### src/rtl/riscv_lsu.sv
// riscv_lsu: load/store unit between the core's control decoder and a
// request/grant/valid data-memory bus. Aligns byte enables and store data to
// word lanes, extends load data, and stalls the core while an access is open.
//
// state  | meaning
// -------+--------------------------------------------------------------
// IDLE   | no access open; a new MemWE/MemLD is decoded combinationally
// REQ    | BUS_REQ high with latched fields, waiting for BUS_GNT
// WAIT   | request accepted, waiting for BUS_RVALID (data or store ack)
// DONE   | one-cycle result: RDATA/ERR valid, core advances on this edge
module riscv_lsu #(
  parameter int unsigned TIMEOUT = 255
) (
  input  logic        CLK,
  input  logic        RST,
  input  logic        MemWE,
  input  logic        MemLD,
  input  logic [3:0]  byteEnable,
  input  logic [2:0]  FUNCT3,
  input  logic [31:0] ADDR,
  input  logic [31:0] WDATA,
  output logic        STALL,
  output logic [31:0] RDATA,
  output logic        ERR,
  output logic        BUS_REQ,
  output logic        BUS_WE,
  output logic [31:0] BUS_ADDR,
  output logic [3:0]  BUS_BE,
  output logic [31:0] BUS_WDATA,
  input  logic        BUS_GNT,
  input  logic        BUS_RVALID,
  input  logic [31:0] BUS_RDATA
);

  typedef enum logic [1:0] {
    S_IDLE = 2'd0,
    S_REQ  = 2'd1,
    S_WAIT = 2'd2,
    S_DONE = 2'd3
  } state_t;

  localparam logic [15:0] TIMEOUT_CNT = 16'(TIMEOUT);

  localparam logic [1:0] SZ_BYTE = 2'd0;
  localparam logic [1:0] SZ_HALF = 2'd1;
  localparam logic [1:0] SZ_WORD = 2'd2;

  state_t      r_state;
  state_t      w_state_nxt;
  logic [15:0] r_cnt;
  logic [15:0] w_cnt_inc;
  logic        w_timeout;
  logic        r_bus_req;
  logic        r_we;
  logic [31:0] r_addr;
  logic [3:0]  r_be;
  logic [31:0] r_wdata;
  logic [1:0]  r_lane;
  logic [1:0]  r_size;
  logic        r_zext;
  logic [31:0] r_rdata;
  logic        r_err;

  logic        w_access;
  logic        w_size_ok;
  logic        w_misaligned;
  logic [1:0]  w_size;
  logic        w_err_nxt;
  logic        w_rsp_ok;
  logic [31:0] w_lane_shift;
  logic [7:0]  w_byte;
  logic [15:0] w_half;
  logic [31:0] w_ext;
  logic        w_unused;

  // Size only comes from byteEnable; the low FUNCT3 bits duplicate it.
  assign w_unused = ^FUNCT3[1:0];

  assign w_access  = MemWE | MemLD;
  assign w_cnt_inc = r_cnt + 16'd1;
  assign w_timeout = (w_cnt_inc == TIMEOUT_CNT);

  // Decode the unshifted size mask and alignment of the incoming access.
  always_comb begin
    w_size_ok    = 1'b1;
    w_size       = SZ_BYTE;
    w_misaligned = 1'b0;
    case (byteEnable)
      4'b0001: w_size = SZ_BYTE;
      4'b0011: begin
        w_size       = SZ_HALF;
        w_misaligned = ADDR[0];
      end
      4'b1111: begin
        w_size       = SZ_WORD;
        w_misaligned = (ADDR[1:0] != 2'b00);
      end
      default: w_size_ok = 1'b0;
    endcase
  end

  // Next-state logic; a response in WAIT wins over a same-cycle timeout.
  always_comb begin
    w_state_nxt = r_state;
    w_err_nxt   = 1'b0;
    w_rsp_ok    = 1'b0;
    case (r_state)
      S_IDLE: begin
        if (w_access) begin
          if (!w_size_ok || w_misaligned) begin
            w_state_nxt = S_DONE;
            w_err_nxt   = 1'b1;
          end else begin
            w_state_nxt = S_REQ;
          end
        end
      end
      S_REQ: begin
        if (w_timeout) begin
          w_state_nxt = S_DONE;
          w_err_nxt   = 1'b1;
        end else if (BUS_GNT) begin
          w_state_nxt = S_WAIT;
        end
      end
      S_WAIT: begin
        if (BUS_RVALID) begin
          w_state_nxt = S_DONE;
          w_rsp_ok    = 1'b1;
        end else if (w_timeout) begin
          w_state_nxt = S_DONE;
          w_err_nxt   = 1'b1;
        end
      end
      S_DONE:  w_state_nxt = S_IDLE;
      default: w_state_nxt = S_IDLE;
    endcase
  end

  // Pick the addressed lane out of the response word and extend it.
  always_comb begin
    w_lane_shift = BUS_RDATA >> {r_lane, 3'b000};
    w_byte       = w_lane_shift[7:0];
    w_half       = r_lane[1] ? BUS_RDATA[31:16] : BUS_RDATA[15:0];
    case (r_size)
      SZ_BYTE: w_ext = {{24{~r_zext & w_byte[7]}}, w_byte};
      SZ_HALF: w_ext = {{16{~r_zext & w_half[15]}}, w_half};
      default: w_ext = BUS_RDATA;
    endcase
  end

  // State, timeout counter, latched bus fields and registered results.
  always_ff @(posedge CLK) begin
    if (RST) begin
      r_state   <= S_IDLE;
      r_cnt     <= 16'd0;
      r_bus_req <= 1'b0;
      r_we      <= 1'b0;
      r_addr    <= 32'd0;
      r_be      <= 4'd0;
      r_wdata   <= 32'd0;
      r_lane    <= 2'd0;
      r_size    <= SZ_BYTE;
      r_zext    <= 1'b0;
      r_rdata   <= 32'd0;
      r_err     <= 1'b0;
    end else begin
      r_state   <= w_state_nxt;
      r_bus_req <= (w_state_nxt == S_REQ);
      r_err     <= w_err_nxt;
      r_rdata   <= (w_rsp_ok && !r_we) ? w_ext : 32'd0;
      if (r_state == S_IDLE && w_state_nxt == S_REQ) begin
        r_cnt   <= 16'd0;
        r_we    <= MemWE;
        r_addr  <= {ADDR[31:2], 2'b00};
        r_be    <= byteEnable << ADDR[1:0];
        r_wdata <= WDATA << {ADDR[1:0], 3'b000};
        r_lane  <= ADDR[1:0];
        r_size  <= w_size;
        r_zext  <= FUNCT3[2];
      end else if (r_state == S_REQ || r_state == S_WAIT) begin
        r_cnt <= w_cnt_inc;
      end
    end
  end

  assign STALL     = ((r_state == S_IDLE) && w_access) || (r_state == S_REQ) || (r_state == S_WAIT);
  assign RDATA     = r_rdata;
  assign ERR       = r_err;
  assign BUS_REQ   = r_bus_req;
  assign BUS_WE    = r_we;
  assign BUS_ADDR  = r_addr;
  assign BUS_BE    = r_be;
  assign BUS_WDATA = r_wdata;

endmodule

### config.mk
export PLATFORM = sky130hd
export DESIGN_NAME = riscv_lsu
export DESIGN_NICKNAME = d
export VERILOG_FILES = /design/src/rtl/riscv_lsu.sv
export SDC_FILE = /design/constraint.sdc
export NUM_CORES = 1
export LEC_CHECK = 0
export CORE_ASPECT_RATIO = 0.5
export CORE_UTILIZATION = 45
export DETAILED_ROUTE_END_ITERATION = 12
export GPL_ROUTABILITY_DRIVEN = 1
export PLACE_DENSITY = 0.86
export RECOVER_POWER = 100
export SETUP_SLACK_MARGIN = 0.15
export SLEW_MARGIN = 20
export SYNTH_ARGS = -nofsm -noshare
export SYNTH_HDL_FRONTEND = slang
export SYNTH_SLANG_ARGS = --single-unit
### constraint.sdc
create_clock -name CLK -period 3.5 [get_ports CLK]
set_clock_uncertainty 0.1 [all_clocks]
set_input_delay 0.525 -clock CLK [delete_from_list [all_inputs] [get_ports CLK]]
set_output_delay 0.525 -clock CLK [all_outputs]
set_load 0.01 [all_outputs]
==> impl_results.md <==
* Worst Setup End Kind: register
* Share of layout cells above drive strength 1 at 8.998%
* Post-detail-place hpwl at 12270 um
* IO Pins at 213
* Crit Path Class: reg -> reg
* Clock sinks at 124
* Starting density of the core at 47.52%
* Most common cell after layout, fill and taps aside: dfxtp_1
* Routed vias/inst at 5.726
* Max-slew violation count at 0
* Cell area after synthesis at 5793 um2
* Routability cong. at 0.8743
* CTS tree: built
* Setup repair bufs after CTS at 0
* Core area at 12190 um2
* CP max FO at 34
* Crit start category: register
* Gate count after technology mapping at 684
* Peak VDD IR at 0.4190 mV
* Setup_tns at 0 ns
* Final setup vio count at 0
* DRC at 0
* Arrival time at the worst endpoint at 3.31 ns
* Period utilization at 88.95%
* CP max-delay cell: dfxtp_1
* Via Count at 5972
* Slew margin rel. at 29.66%
* Pleak at 0.003310 uW
* Hold buffer count at cts at 0
* Antenna Cells at 0
* FMAX at 0.3212 GHz
* DR iter-0 viols at 630
* Pwr dens at 692.6 nW/um2
* Total Power at 5942 uW
* Status: complete, no violations
* H-tree depth at 4
* Overflow after GRT at 0
* Worst-path clk slew at 0.06 ns
* Avg Inst Size Synth at 8.469 um2
* Asr flop ratio synth at 0%
* Slew @ Worst Pin at 1.047 ns
* CP Data Required Time at 3.69 ns
* Port Buffers at 208
* Vias in the first global route at 5596
* First-pass GRT wire length at 28510 um
* Worst Hold Class: reg -> reg
* Die width at 162.5 um
* Largest net degree at the start of global routing at 61
* Synth cell types at 59
* Final wirelength at 18470 um
* Number of iterations in the first detailed-routing pass at 6
* Std-Cell Rows at 28
* Root Driver: clkbuf_16
* CTS Buffer Depth at 2
* Fin. Hold Viols at 0
* Initial antenna violation count at 0
* Cell Chain, Critical Path: ha_1 -> nand4_1 -> nor4_1 -> mux2i_1 -> and4_1 -> o22a_4 -> nor2_1 -> buf_12 -> a2111oi_0
* Die height at 82.23 um
* Most frequent cells in the layout: dfxtp_1 (123), clkdlybuf4s50_1 (105), dlygate4sd3_1 (102)
* Die area at 13360 um2
* Post-route antenna net violation count at 0
* Main synth FF type: dfxtp_1
* RSZ-0062 raised after global routing: no
* Final #Nets at 981
* Register area share after synthesis at 42.85%
* GRT Total Usage at 27.31%
* Synthesized flop and latch total at 124
* Num CTS Buffers at 17
* Ys Warns at 0
* MaxCap Viol Count at 0
* Post-layout min period at 3.113 ns
* Post_cts resized at 0
* Slowest cell delay on critical path at 0.52 ns
* Per-cell routed wire length at 17.70 um
* Area grow syn2layout at 48.10%
* Worst skew pair latency at 0.41 ns
* Number of flops mapped to enable cells by yosys at 0
[layout make-up]
type	count	area, um2
tap	165	206.4
inverter	13	48.80
timing repair buffer	219	2197
sequential	124	2484
multi-input combinational	490	3030
fill	925	3612
clock inverter	15	187.7
clock buffer	17	425.4
[synthesized netlist by cell type (12+ instances only)]
master / count / share of area [%]
o21ai_0: 64 / 5.5
a21oi_1: 90 / 7.8
nor3_1: 18 / 1.6
inv_1: 12 / 0.78
nand2_1: 67 / 4.3
clkbuf_1: 48 / 3.1
nand2b_1: 12 / 1.3
nor2_1: 32 / 2.1
nand3_1: 37 / 3.2
mux2_2: 18 / 3.5
mux2i_1: 21 / 3.6
dfxtp_1: 124 / 43
nand4_1: 16 / 1.7
[stage by stage]
stage	area [um2]	hold slack [ns]	util, %	std cells	setup WS, ns
after floorplan	5797	0.3623	-	685	0.9323
after global placement	7981	0.3574	65.47	1011	0.4007
after detailed placement	7981	0.3666	65.47	1011	0.3412
after CTS	8594	0.3763	70.49	1043	0.4334
after global routing	8579	0.3929	70.37	1043	0.1285
final	8579	0.3713	70.37	1043	0.3868
[cell families after synthesis]
kind of cell / share of synthesized area (%)
simple gates: 19.46
compound gates: 21.10
flops: 42.85
buf+inv: 5.011
mux: 7.127
xor+xnor: 2.873
fa+ha+maj: 1.512
other cells: 0.06473
[registers in the layout (all words and copies together), names as in the netlist]
signal / cells
r_state: 2
BUS_WE: 1
BUS_ADDR: 30
BUS_WDATA: 32
r_zext: 1
BUS_REQ: 1
r_size: 2
ERR: 1
BUS_BE: 4
r_cnt: 16
RDATA: 32
r_lane: 2
[worst max-delay path: cells and delay by family, from the launching register on]
family | cells | cell delay (ns)
buffers and inverters | 1 | 0.19
adders and majority gates | 1 | 0.32
and+or+nand+nor | 4 | 0.88
muxes | 1 | 0.29
DFF | 1 | 0.52
AOI/OAI and AO/OA | 2 | 0.68
[power by group]
part	switching, uW	internal (uW)
sequential	177	1670
combinational	1330	932
clock	697	1130
[metal layers]
metal,part of all wire (%),track usage [%],vias up,wire length (um)
met5,0,0,-,0
met2,49,47.69,262,9048
met1,41,32.81,2843,7615
met4,2.2,12.17,0,410
met3,7.5,6.144,42,1390
li1,-,-,2825,-
[final timing paths]
| check | endpoint | cells after the start | from | slack [ns] |
|---|---|---|---|---|
| max | r_cnt[1] | 9 | r_cnt[0] | 0.39 |
| min | BUS_WDATA[12] | 2 | BUS_WDATA[12] | 0.37 |
| max reg2reg | r_cnt[1] | 9 | r_cnt[0] | 0.39 |
| min reg2reg | BUS_WDATA[12] | 2 | BUS_WDATA[12] | 0.37 |
(Power assumes the default switching activity.)
==> variant 1: new RTL, same settings <==
The output `ERR` loses its register stage (`r_err` becomes a continuous assignment).
--- a/src/rtl/riscv_lsu.sv
+++ b/src/rtl/riscv_lsu.sv
@@ -163,11 +163,9 @@
       r_size    <= SZ_BYTE;
       r_zext    <= 1'b0;
       r_rdata   <= 32'd0;
-      r_err     <= 1'b0;
     end else begin
       r_state   <= w_state_nxt;
       r_bus_req <= (w_state_nxt == S_REQ);
-      r_err     <= w_err_nxt;
       r_rdata   <= (w_rsp_ok && !r_we) ? w_ext : 32'd0;
       if (r_state == S_IDLE && w_state_nxt == S_REQ) begin
         r_cnt   <= 16'd0;
@@ -184,6 +182,8 @@
     end
   end
 
+  assign r_err = w_err_nxt;
+
   assign STALL     = ((r_state == S_IDLE) && w_access) || (r_state == S_REQ) || (r_state == S_WAIT);
   assign RDATA     = r_rdata;
   assign ERR       = r_err;
Behaviour: not the same (Yosys sat finds a counterexample within 4 cycles, from zero or initial values and one cycle with RST high).
==> variant 1 against the unedited design <==
Sequential cell count down 1. Area after synthesis down 0.19%. Setup slack worse by 0.15 ns. Design area down 1.1%. Wire length up 1.4%. Final cell count up 0.48%. Via count up 1.9%. Power down 12%. Largest power group is now registers.
==> variant 1: results (changes against the unedited design) <==
** Status
- The flow ran to the end, and the final reports show no timing, DRC or antenna violations.

** Cells and area
- Number of filler instances in the final layout :: 910 (-1.6%)
- Final #Nets :: 986 (+0.51%)
- The fraction of final layout cells sized beyond drive strength 1 is 7.25% (-1.7 points).
- The number of standard cells in the layout, taps in and fillers out was 1048 (+0.48%).
- Diodes inserted :: 0 (unchanged)

** Global routing
- Total routing resource utilization after global routing :: 27.4% (+0.096 points)
- The wire length of the first global-routing pass was 28400 um (-0.36%).
- Number of global-route vias before repair :: 5560 (-0.64%)
- The number of antenna violations at the first check in global routing is 0 (unchanged).
- The pin count of the biggest net entering global routing came to 93 (+52%).

** Logic synthesis
- Count of warnings emitted by yosys :: 0 (unchanged)
- The per-instance average area after synthesis was 8.32 um2 (-1.8%).
- Area of the mapped netlist :: 5780 um2 (-0.19%)
- Share of synthesized area occupied by flip-flops and latches :: 42.6% (-0.26 points)
- Post-synthesis async set-or-reset flop share :: 0% (unchanged)
- By count the netlist is led by sky130_fd_sc_hd__dfxtp_1, sky130_fd_sc_hd__a21oi_1, sky130_fd_sc_hd__nand2_1.
- Library cells used by synthesis :: 60 (+1.7%)
- After synthesis, the cell types taking the most area are sky130_fd_sc_hd__dfxtp_1, sky130_fd_sc_hd__a21oi_1, sky130_fd_sc_hd__mux2i_1, sky130_fd_sc_hd__nand2_1, sky130_fd_sc_hd__o21ai_0.

** Worst setup path
- The data arrival time of the critical path is 2.64 ns (-0.67 ns).
- The largest fanout on the critical path was 6 (-82%).

** CTS
- The clock-pin transition on the worst setup and hold timing paths was 0.06 ns (about the same).
- The count of H-tree levels built during CTS came to 4 (unchanged).
- The maximum number of buffers from clock root to sink came to 2 (unchanged).
- Total clock buffers created by CTS :: 17 (unchanged)
- The source-to-sink clock delay at the later pin of the worst-skew pair was 0.41 ns (about the same).
- In this run the clock root is driven by a sky130_fd_sc_hd__clkbuf_16.
- The buffers inserted during post-CTS setup optimization is 0 (unchanged).

** Route
- Via density per instance :: 5.81 (+1.5%)
- Number of optimization iterations in the first detailed-route pass :: 6 (unchanged)
- Wire length per cell after detailed routing :: 17.9 um (+0.88%)
- Detailed router's first-iteration violation count :: 707 (+12%)

** Power and ir drop
- Peak ir drop on the vdd network :: 343 uV (-18%)
- Static Leakage :: 3.31 nW (about the same)
- Switching power summed over all nets :: 0.00173 W (-21%)

** Place
- Post-DP HPWL :: 12700 um (+3.2%)
- Port Buf Inserts :: 208 (unchanged)
- Placed Area :: 7900 um2 (-1.1%)
- The number of cells in the design after placement came to 1016 (+0.49%).
- The placer congestion estimate came to 0.955 (+9.3%).

** Hold path
- The min-delay analysis places its worst path in the category flop to flop.

** STA
- The worst-margin pin slew came to 1.09 ns (+0.0390 ns).
==> variant 1: path summary, 6_finish.rpt <==
check                                                 from                    endpoint  slack [ns]  cells after the start
worst max-delay path                 r_cnt[0]$_SDFFE_PP0P_                         ERR        0.24                      9
worst min-delay path            BUS_WDATA[11]$_SDFFE_PP0P_  BUS_WDATA[11]$_SDFFE_PP0P_        0.37                      2
worst max register to register       r_cnt[0]$_SDFFE_PP0P_   BUS_ADDR[28]$_SDFFE_PP0P_        0.31                      9
worst min register to register  BUS_WDATA[11]$_SDFFE_PP0P_  BUS_WDATA[11]$_SDFFE_PP0P_        0.37                      2
==> variant 1: final cells by class <==
type / count / area [um2] / area share [%]
multi-input combinational: 495 / 2990 / 35.2
sequential: 123 / 2460 / 29.0
timing repair buffer: 222 / 2190 / 25.8
clock buffer: 19 / 453 / 5.34
tap: 165 / 206 / 2.43
clock inverter: 13 / 143 / 1.68
inverter: 11 / 41.3 / 0.486
==> variant 1: stage by stage <==
step           hold WS, ns  worst slack, ns
2_1_floorplan        0.362            0.961
3_3_place_gp         0.359           0.0982
3_5_place_dp         0.368            0.194
4_1_cts              0.377            0.157
5_1_grt              0.392           0.0774
6_report             0.373            0.240
==> variant 1: kinds of logic after synthesis <==
| family | Yosys count | synth area share [%] |
|---|---|---|
| mux | 28 | 4.87 |
| compound gates | 209 | 21.3 |
| simple gates | 231 | 20.8 |
| buf+inv | 78 | 6.06 |
| xor+xnor | 18 | 2.73 |
| other cells | 1 | 0.0649 |
| flops | 123 | 42.6 |
| fa+ha+maj | 7 | 1.51 |
==> variant 1: what timing repair did <==
action	4_1_cts	5_1_grt
pin swaps	0	1
resized for setup	3	5
setup endpoints to repair	1	1
cloned	0	0
==> variant 1: power groups by stage <==
stage                     clock network [W]  logic [W]  registers (W)
after global placement                    0    0.00171        0.00178
after global routing                0.00185    0.00182        0.00179
after detailed placement                  0    0.00175        0.00179
final                               0.00176    0.00169        0.00176
after CTS                           0.00177    0.00176        0.00176
after floorplan                           0   0.000850        0.00186
==> variant 1: worst max-delay path, cell delays in order, from the launching register on <==
cell,delay (ns)
sky130_fd_sc_hd__dfxtp_2,0.39
sky130_fd_sc_hd__ha_1,0.25
sky130_fd_sc_hd__nand3_1,0.16
sky130_fd_sc_hd__o32a_1,0.39
sky130_fd_sc_hd__nor3_2,0.22
sky130_fd_sc_hd__o2111ai_4,0.20
sky130_fd_sc_hd__nor2_4,0.17
sky130_fd_sc_hd__o21ai_0,0.10
sky130_fd_sc_hd__a21oi_1,0.18
sky130_fd_sc_hd__clkbuf_2,0.18
==> variant 1: metal layers <==
layer  up-vias  share of wire [%]  global-route usage [%]
met4         0                3.1                    12.4
met2       304                 49                    48.5
met5         -                  0                       0
met3        45                7.5                    5.64
li1       2849                  -                       -
met1      2890                 40                    32.8
==> variant 2: new RTL, same settings <==
Without the edit above. `TIMEOUT`: 255 -> 128.
--- a/src/rtl/riscv_lsu.sv
+++ b/src/rtl/riscv_lsu.sv
@@ -9,7 +9,7 @@
 // WAIT   | request accepted, waiting for BUS_RVALID (data or store ack)
 // DONE   | one-cycle result: RDATA/ERR valid, core advances on this edge
 module riscv_lsu #(
-  parameter int unsigned TIMEOUT = 255
+  parameter int unsigned TIMEOUT = 128
 ) (
   input  logic        CLK,
   input  logic        RST,
Behaviour: no difference found for any inputs over 10 cycles, from zero or initial values and one cycle with RST high; that may be too few to reach the edited logic, so the function may still have changed.
==> variant 2 against the unedited design <==
Clock power shrank 7%. Maximum frequency fell by 1.8%. Sequential cell count unchanged. Via count is 2.7% higher. Area after synthesis is 1.6% higher. Count of clock-buffer cells in the layout rose by 1. Design area grew 0.42%. Power shrank 19%. Non-clock buffer count rose by 8. Wire length increased by 0.62%. Largest cell class unchanged. Setup slack worse by 0.057 ns.
==> variant 2: results (changes against the unedited design) <==
** Route
- Met3 WL :: 1320 um (-4.8%)
- Met1 routed wirelength after detailed routing :: 7470 um (-1.9%)
- The DRC violation total after the first TritonRoute iteration came to 687 (+9.0%).
- Via density per instance :: 5.70 (-0.39%)
- The wire length on met2 was 9150 um (+1.1%).

** Worst setup path
- The data arrival time of the critical path was 3.38 ns (+0.07 ns).
- For this design, the slowest cell found on the critical path is sky130_fd_sc_hd__and4b_4.
- Cell type group with the largest total delay on the critical path :: compound AO/OA/AOI/OAI gates
- Register-to-register setup slack :: 0.33 ns (-0.06 ns)
- The peak per-stage delay on the critical path was 0.54 ns (+0.02 ns).
- Critical Path End :: BUS_WDATA[22]$_SDFFE_PP0P_

** Logic synthesis
- Top post-synthesis cells by count :: sky130_fd_sc_hd__dfxtp_1, sky130_fd_sc_hd__a21oi_1, sky130_fd_sc_hd__o21ai_0
- XOR/XNOR share of the synthesized area :: 2.68% (-0.19 points)
- After synthesis, the cell types taking the most area are sky130_fd_sc_hd__dfxtp_1, sky130_fd_sc_hd__a21oi_1, sky130_fd_sc_hd__o21ai_0, sky130_fd_sc_hd__nand3_1, sky130_fd_sc_hd__mux2i_1.
- Multiplexer area fraction after synthesis :: 3.61% (-3.5 points)
- Adder-cell share of the synthesized area :: 1.49% (-0.023 points)
- The gate count after technology mapping is 715 (+4.5%).
- Library cells used by synthesis :: 55 (-6.8%)
- The portion of the post-synthesis area used by sequential elements is 42.2% (-0.67 points).

** Place
- Placed insts :: 1043 (+3.2%)
- The detailed placement HPWL was 12700 um (+3.6%).
- Weighted congestion at the end of routability-driven global placement :: 0.953 (+9.0%)
- Placed Area :: 8070 um2 (+1.1%)

** Hold path
- Endpoint with the worst hold slack :: BUS_WDATA[5]$_SDFFE_PP0P_
- Launch instance of the worst min-delay path :: BUS_WDATA[5]$_SDFFE_PP0P_

** STA
- The worst hold slack came to 0.361 ns (-0.0102 ns).
- Slack of the critical path :: 0.330 ns (-0.0569 ns)
- The worst-margin pin slew was 1.07 ns (+0.0196 ns).

** Power and ir drop
- The power in the clock group was 0.00171 W (-7%).
- The peak supply drop is 319 uV (-24%).
- Combinational-cell power consumption :: 0.00140 W (-38%)
- Post-layout power :: 0.00480 W (-19%)
- Switching power summed over all nets :: 0.00155 W (-30%)

** Global routing
- Met1 layer usage reported by global route :: 33.1% (+0.27 points)
- The pin count of the biggest net entering global routing is 94 (+54%).
- Number of global-route vias before repair :: 5912 (+5.6%)
- GRT met2 Usage :: 46.7% (-1.0 points)
- Wire length of the first global-routing pass :: 29700 um (+4.1%)

** Status
- Outcome :: complete, no violations

** Cells and area
- The fraction of final layout cells sized beyond drive strength 1 was 6.74% (-2.3 points).
- Finished Core Util :: 67.8% (-2.5 points)
- The number of standard cells in the layout, taps in and fillers out was 1075 (+3.1%).
variant 2: changes by cell type in the layout (fill, tap and decap cells not counted), moves of 8 or more:
| cell | delta |
|---|---|
| sky130_fd_sc_hd__nand2_1 | -23 |
| sky130_fd_sc_hd__nand3_1 | +17 |
| sky130_fd_sc_hd__mux2_2 | -16 |
| sky130_fd_sc_hd__a21oi_1 | +14 |
| sky130_fd_sc_hd__nor2b_1 | +9 |
| sky130_fd_sc_hd__o2111ai_1 | -9 |
| sky130_fd_sc_hd__or4_1 | +9 |
| sky130_fd_sc_hd__a211oi_1 | +8 |
variant 2: what timing repair did:
action / 4_1_cts / 5_1_grt
endpoints found under the setup margin: 1 / 42
pin swaps: 0 / 0
resized for setup: 1 / 1
variant 2: layout make-up:
class                           instances  share of cell area [%]
Multi-Input combinational cell        506                    35.2
Sequential cell                       124                    28.8
Timing Repair Buffer                  227                    26.1
Clock buffer                           18                    5.10
Tap cell                              170                    2.47
Clock inverter                         14                    1.57
Inverter                               16                   0.697
